===== src/rtl/bus_master_if_if.sv =====
// Arbitrated system-bus signals between one bus master and the slave/arbiter side.
// Active-low signals keep their trailing underscore.
interface bus_master_if_if #(
  parameter int ADDR_W = 30,
  parameter int DATA_W = 32
);
  logic              bus_req_;
  logic              bus_grnt_;
  logic              bus_as_;
  logic              bus_rw;
  logic [ADDR_W-1:0] bus_addr;
  logic [DATA_W-1:0] bus_wr_data;
  logic              bus_rdy_;
  logic [DATA_W-1:0] bus_rd_data;

  modport master (
    output bus_req_, bus_as_, bus_rw, bus_addr, bus_wr_data,
    input  bus_grnt_, bus_rdy_, bus_rd_data
  );

  modport slave (
    input  bus_req_, bus_as_, bus_rw, bus_addr, bus_wr_data,
    output bus_grnt_, bus_rdy_, bus_rd_data
  );
endinterface


===== src/rtl/bus_master_if.sv =====
// CPU-side bus master: takes one CPU access, requests the bus, strobes the address
// for one cycle, waits for slave ready, and holds read data across pipeline stalls.
module bus_master_if #(
  parameter int ADDR_W = 30,
  parameter int DATA_W = 32
) (
  input  logic              clk,
  input  logic              reset,
  input  logic              as_,
  input  logic              rw,
  input  logic [ADDR_W-1:0] addr,
  input  logic [DATA_W-1:0] wr_data,
  input  logic              stall,
  input  logic              flush,
  output logic              busy,
  output logic [DATA_W-1:0] rd_data,
  bus_master_if_if.master   bus
);

  typedef enum logic [1:0] {IDLE = 2'd0, REQ = 2'd1, ACCESS = 2'd2, WAIT = 2'd3} state_t;

  state_t            state, state_nxt;
  logic              req_q, req_d;
  logic              as_q, as_d;
  logic              rw_q, rw_d;
  logic [ADDR_W-1:0] addr_q, addr_d;
  logic [DATA_W-1:0] wd_q, wd_d;
  logic [DATA_W-1:0] rd_buf, rd_buf_d;

  assign bus.bus_req_    = req_q;
  assign bus.bus_as_     = as_q;
  assign bus.bus_rw      = rw_q;
  assign bus.bus_addr    = addr_q;
  assign bus.bus_wr_data = wd_q;

  always_ff @(posedge clk) begin
    if (!reset) begin
      state  <= IDLE;
      req_q  <= 1'b1;
      as_q   <= 1'b1;
      rw_q   <= 1'b1;
      addr_q <= '0;
      wd_q   <= '0;
      rd_buf <= '0;
    end else begin
      state  <= state_nxt;
      req_q  <= req_d;
      as_q   <= as_d;
      rw_q   <= rw_d;
      addr_q <= addr_d;
      wd_q   <= wd_d;
      rd_buf <= rd_buf_d;
    end
  end

  always_comb begin
    state_nxt = state;
    req_d     = req_q;
    as_d      = 1'b1;   // address strobe is a single-cycle pulse
    rw_d      = rw_q;
    addr_d    = addr_q;
    wd_d      = wd_q;
    rd_buf_d  = rd_buf;
    busy      = 1'b0;
    rd_data   = rd_buf;
    case (state)
      IDLE: begin
        if (!as_ && !flush) begin
          busy      = 1'b1;
          rw_d      = rw;
          addr_d    = addr;
          wd_d      = wr_data;
          req_d     = 1'b0;
          state_nxt = REQ;
        end
      end
      REQ: begin
        busy  = 1'b1;
        req_d = 1'b0;
        if (!bus.bus_grnt_) begin
          as_d      = 1'b0;
          state_nxt = ACCESS;
        end
      end
      ACCESS: begin
        busy = bus.bus_rdy_;
        // Ready cycle: forward slave data straight through so the CPU can move on.
        if (!bus.bus_rdy_) begin
          rd_data   = bus.bus_rd_data;
          req_d     = 1'b1;
          if (rw_q) rd_buf_d = bus.bus_rd_data;
          state_nxt = stall ? WAIT : IDLE;
        end
      end
      WAIT: begin
        if (!stall) state_nxt = IDLE;
      end
      default: state_nxt = IDLE;
    endcase
  end

endmodule


===== src/flat_wrapper.sv =====
// flat-port wrapper written by rule: the top's interface ports become plain ports
module bus_master_if_flat 
#(
  parameter int ADDR_W = 30,
  parameter int DATA_W = 32
)
  (clk, reset, as_, rw, addr, wr_data, stall, flush, busy, rd_data, bus_bus_req_, bus_bus_as_, bus_bus_rw, bus_bus_addr, bus_bus_wr_data, bus_bus_grnt_, bus_bus_rdy_, bus_bus_rd_data);
  bus_master_if_if #(.ADDR_W(ADDR_W), .DATA_W(DATA_W)) bus_i ();
  input  logic clk;
  input  logic reset;
  input  logic as_;
  input  logic rw;
  input  logic [ADDR_W-1:0] addr;
  input  logic [DATA_W-1:0] wr_data;
  input  logic stall;
  input  logic flush;
  output logic busy;
  output logic [DATA_W-1:0] rd_data;
  output wire logic [$bits(bus_i.bus_req_)-1:0] bus_bus_req_;
  output wire logic [$bits(bus_i.bus_as_)-1:0] bus_bus_as_;
  output wire logic [$bits(bus_i.bus_rw)-1:0] bus_bus_rw;
  output wire logic [$bits(bus_i.bus_addr)-1:0] bus_bus_addr;
  output wire logic [$bits(bus_i.bus_wr_data)-1:0] bus_bus_wr_data;
  input wire logic [$bits(bus_i.bus_grnt_)-1:0] bus_bus_grnt_;
  input wire logic [$bits(bus_i.bus_rdy_)-1:0] bus_bus_rdy_;
  input wire logic [$bits(bus_i.bus_rd_data)-1:0] bus_bus_rd_data;
  assign bus_bus_req_ = bus_i.bus_req_;
  assign bus_bus_as_ = bus_i.bus_as_;
  assign bus_bus_rw = bus_i.bus_rw;
  assign bus_bus_addr = bus_i.bus_addr;
  assign bus_bus_wr_data = bus_i.bus_wr_data;
  assign bus_i.bus_grnt_ = bus_bus_grnt_;
  assign bus_i.bus_rdy_ = bus_bus_rdy_;
  assign bus_i.bus_rd_data = bus_bus_rd_data;
  bus_master_if #(.ADDR_W(ADDR_W), .DATA_W(DATA_W)) u_core (.clk(clk), .reset(reset), .as_(as_), .rw(rw), .addr(addr), .wr_data(wr_data), .stall(stall), .flush(flush), .busy(busy), .rd_data(rd_data), .bus(bus_i));
endmodule

===== config.mk =====
export PLATFORM = sky130hd
export DESIGN_NAME = bus_master_if_flat
export DESIGN_NICKNAME = d
export VERILOG_FILES = /design/src/rtl/bus_master_if_if.sv /design/src/rtl/bus_master_if.sv /design/src/flat_wrapper.sv
export SDC_FILE = /design/constraint.sdc
export NUM_CORES = 1
export LEC_CHECK = 0
export ABC_AREA = 1
export BUFFER_PORTS_ARGS = -buffer_cell sky130_fd_sc_hd__clkbuf_2
export CELL_PAD_IN_SITES_DETAIL_PLACEMENT = 1
export CELL_PAD_IN_SITES_GLOBAL_PLACEMENT = 1
export CORE_AREA = 10 10 125 127
export DETAILED_ROUTE_END_ITERATION = 6
export DIE_AREA = 0 0 135 137
export PLACE_DENSITY_LB_ADDON = 0.1
export SKIP_LAST_GASP = 1
export SLEW_MARGIN = 30
export SYNTH_ARGS = -nofsm -noshare
export SYNTH_HDL_FRONTEND = slang
export SYNTH_SLANG_ARGS = --single-unit

===== constraint.sdc =====
create_clock -name clk -period 1.45 [get_ports clk]
set_input_delay 0.2175 -clock clk [delete_from_list [all_inputs] [get_ports clk]]
set_output_delay 0.2175 -clock clk [all_outputs]
set_load 0.005 [all_outputs]

== Word level (Yosys, flattened, before mapping) ==
Index checks and enable logic that the tools add are counted.

* Output and inout bits: 98
* Input bits: 102
* Register bits after elaboration: 99
* Word-level logic and storage cells: 39

* Reduce and logical (&&, ||, !) cells: 10
* Bitwise logic cells: 1
* Equality and inequality tests: 7
* Multiplexer cells: 14

{| class="wikitable"
|+ Operators with widths
! kind !! count
|-
| 32-bit 2-to-1 mux || 2
|-
| 2-bit 2-to-1 mux || 5
|-
| 2-bit case mux with 4 select lines || 1
|-
| 2-bit != test (second input constant) || 3
|-
| 1-bit case mux with 3 select lines || 2
|-
| 3-bit AND reduction || 2
|-
| 2-bit == test (second input constant) || 2
|-
| 1-bit 2-to-1 mux || 4
|-
| 2-bit AND reduction || 2
|-
| 4-bit AND reduction || 1
|-
| 3-bit nonzero test || 1
|-
| 2-bit by 1-bit == test with 1-bit output (second input constant) || 1
|-
| 1-bit logical NOT || 2
|-
| 2-bit logical NOT || 1
|-
| 2-bit by 1-bit != test with 1-bit output (second input constant) || 1
|-
| 1-bit logical AND || 1
|-
| 1-bit inverter || 1
|}

== Logic depth before layout (Yosys ltp) ==
* Depth in word-level cells: 4
* Mapped depth: 7
* Gate-level depth less buffers: 7

== Worst setup path before layout ==
OpenSTA, ideal clock, no wires.

* Path type: flip-flop to output port
* Start: register u_core.state[0]
* End: output rd_data[0]
* Cell stages (with the launch flop): 7
* Path buffers: 2
* Data arrival time: 1.073 ns
* Required time: 1.233 ns
* Path slack: 0.160 ns
* Cells stage by stage: dfxtp_1 > inv_2 > nand2_2 > nor2_4 > buf_6 > buf_4 > o21ai_0

* Longest elaborated chain between the ends: 2

{| class="wikitable"
|+ RTL lines
! element !! line !! RTL
|-
| start: declaration || bus_master_if.sv:22 || <nowiki>state_t state, state_nxt;</nowiki>
|-
| start signal: assignment || bus_master_if.sv:46 || <nowiki>state <= state_nxt;</nowiki>
|-
| 2-bit == test || bus_master_if.sv:66 || <nowiki>case (state)</nowiki>
|-
| 32-bit 2-to-1 mux || bus_master_if.sv:66 ||
|-
| end: declaration || flat_wrapper.sv:18 || <nowiki>output logic [DATA_W-1:0] rd_data;</nowiki>
|}

No other way between the ends.

== Final worst setup path ==
* Start: register u_core.state[0]
* End: output rd_data[15]

Same word-level chain as after synthesis.

==> impl_results.md <==
- Outcome: complete, but fails checks
- Violated checks: setup timing
- Post-layout min period: between 1.5 and 2 ns
- Share of cells above drive strength 1: 0.426
- Final hold violations: 0
- Largest net degree at the start of global routing: 83
- Total track usage: 0.145
- Crit path required time: 1.23 ns
- Most frequent cells in the layout: clkbuf_2, inv_1, dfxtp_1
- H-tree depth: 3
- Drt drc: 0
- Tot Pwr: 9.89 mW
- Hpwl dp: ~10000 µm
- Critical Path Source Type: flip-flop
- CTS sink cnt: 99
- Vias per cell: between 4 and 5
- Worst-path fanout max: 12
- RSZ-0062 raised after global routing: true
- Congestion Overflow GR: 0
- DRT Pass-1 Iters: 4
- Reg-to-Reg Start: u_core.state[0]
- Crit. End Element: output port
- Relative slew margins: 0.678
- Initial drt markers: 129
- Syn_area_per_cell: approximately 7.7 µm²
- Power share of the clock group: 0.271
- Hold WS: approximately 0.10 ns
- Fmax achieved: around 570 MHz
- Maximum capacitance violations: 0
- Fin util: 0.471
- Clk Latency, worst-skew pair: roughly 0.34 ns
- Number of synthesized register bits: between 90 and 100
- Core area: roughly 0.013 mm²
- TritonCTS clock tree: yes
- Initial antenna violation count: 0
- Slack of the critical path: -0.301 ns
- Post-Syn Area: 0.00402 mm²
- Site Rows: 42
- Sequential-to-total area share from yosys stat: 0.493
- Layout area overhead: 53.4%
- Hold Path Sink: u_core.bus.bus_as_
- VDD IR max: a little under 0.6 mV
- Net switching power: approximately 3.3 mW
- Layout Skew: approximately 0.011 ns
- Crit. Startpoint: u_core.state[0]
- Clock Path Buffers: 2
- Net switching share of the total power: 0.330
- First-pass GRT wire length: about 22000 µm
- GR peak layer: met2
- Min-Delay Path Depth: 2
- Worst Hold Class: input pin to flip-flop
- Commonest non-fill, non-tap cell in the layout: clkbuf_2
- Vias: roughly 4200
- PD cells: 1600 mW/mm²
- Reg clk slew, reported paths: roughly 0.06 ns
- Starting density of the core: 0.307
- Met3 Use GR: 0.0685
- Sequential power share: 0.353
- Port buffer count: between 150 and 200
- Placed Cells: 872
- TritonCTS buffer count: 9
- Post-Layout Cell Count: approximately 900
- Hold path startpoint: bus_bus_grnt_
- Final WL: about 15000 µm
- Routability cong.: about 0.78
- Post-route ant nets: 0
- Antenna diode count: 0
- Internal power: 6.63 mW
- Logic pwr share: 0.376
- # nets final: 830
- Post-synth net total: between 600 and 700
- Routed wire per std cell: between 15 and 20 µm
- Met2 global-route usage: 0.253
- Y dimension of the die: ~140 µm
- Reg2reg setup slack: -0.05 ns
- Reg2reg end: u_core.rd_buf[7]
- Clk root buf: clkbuf_16
- Met1 usage: 0.150
- Vias in the first global route: between 4000 and 5000
- Pleak: roughly 2.8 nW
- R2R depth: 10
- CP Data Arrival Time: between 1.5 and 2 ns
- Die area: 0.0185 mm²
- Width of the die: between 100 and 150 µm
- Worst slew pin tran: 0.483 ns
- Ports: 200
- Fin crit share: 1.21
- Yosys cell types: 24
- Cells after synthesis: slightly above 500
- Final Max Slew Viols: 0
- # setup viols final: 53
- CP Class: flip-flop to output port
- Syn. warnings: 0
power groups by stage:
stage | combinational, mW | sequential [mW] | clock, mW
finish | 3.72 | 3.49 | 2.68
global route | 4.14 | 3.56 | 2.88
CTS | 3.27 | 3.48 | 2.76
detailed placement | 2.76 | 3.53 | 0
global placement | 2.67 | 3.51 | 0
floorplan | 1.56 | 3.56 | 0
flip-flops by register name, summed over array words and instances, names as in the netlist:
| signal | count |
|---|---|
| u_core.bus.bus_addr | 30 |
| u_core.bus.bus_as_ | 1 |
| u_core.bus.bus_req_ | 1 |
| u_core.bus.bus_rw | 1 |
| u_core.bus.bus_wr_data | 32 |
| u_core.rd_buf | 32 |
| u_core.state | 2 |
worst max path at each step:
| stage | to | cells past startpoint | slack, ns |
|---|---|---|---|
| after global routing | rd_data[15] | 8 | -0.38 |
| final | rd_data[15] | 8 | -0.30 |
| after global placement | rd_data[31] | 7 | 0.11 |
| after detailed placement | rd_data[13] | 7 | 0.06 |
| after floorplan | rd_data[0] | 6 | 0.16 |
| after CTS | rd_data[18] | 8 | -0.27 |
logic make-up after synthesis:
| logic type | share of synthesized area |
|---|---|
| compound gates | 0.280 |
| buf+inv | 0.155 |
| flops | 0.493 |
| simple gates | 0.0719 |
routing by layer:
layer	vias to the layer above	wire length, µm
met4	0	163
met2	121	7580
met1	1925	5720
met3	11	1400
li1	2097	-
met5	-	0
metrics by stage:
stage	instance area [µm²]	setup WS (ns)	TNS [ns]
detailed placement	5170	0.0630	0
CTS	5760	-0.268	-9.83
finish	6170	-0.301	-8.52
global route	6170	-0.384	-14.01
floorplan	4020	0.160	0
global placement	5170	0.110	0
cell type report:
class / instances / area, µm²
well taps: 176 / 220
clock inverters: 5 / 82.6
multi-input cells: 286 / 1680
clock buffers: 11 / 253
flip-flops and latches: 99 / 1980
inverters: 99 / 372
repair buffers: 233 / 1580
fillers: 1621 / 6920
worst max-delay path: stages, from the launching register on:
cell and delay [ns]:
dfxtp_2 0.33, inv_2 0.04, nand2_2 0.08, nor2_4 0.04, buf_12 0.14, buf_12 0.14, buf_16 0.15, o21ai_1 0.13
buf_2 0.14
repair_timing:
item | CTS | global route
hold buffers | 0 | 0
resized for setup | 52 | 103
pin swaps | 2 | 2
setup buffers | 9 | 4
cloned | 3 | 7
endpoints found under the setup margin | 33 | 124
Yosys cell counts:
master / count / share of area
a21oi_1: 94 / 0.12
buf_2: 7 / 0.0087
buf_4: 3 / 0.0056
buf_6: 12 / 0.034
clkbuf_1: 12 / 0.011
clkbuf_2: 3 / 0.0037
dfxtp_1: 99 / 0.49
inv_1: 98 / 0.092
inv_2: 1 / 0.00093
nand2_1: 43 / 0.040
nand2_2: 1 / 0.0016
nand2_4: 1 / 0.0028
nand3_1: 6 / 0.0075
nand3_4: 1 / 0.0044
nand3b_1: 1 / 0.0019
nand4_1: 1 / 0.0016
nor2_1: 2 / 0.0019
nor2_4: 2 / 0.0056
nor3_1: 2 / 0.0025
o211ai_1: 1 / 0.0019
o21ai_0: 97 / 0.12
o21ai_1: 29 / 0.036
o21bai_1: 2 / 0.0037
or3b_1: 1 / 0.0022
Power figures use the tool's default switching activity.
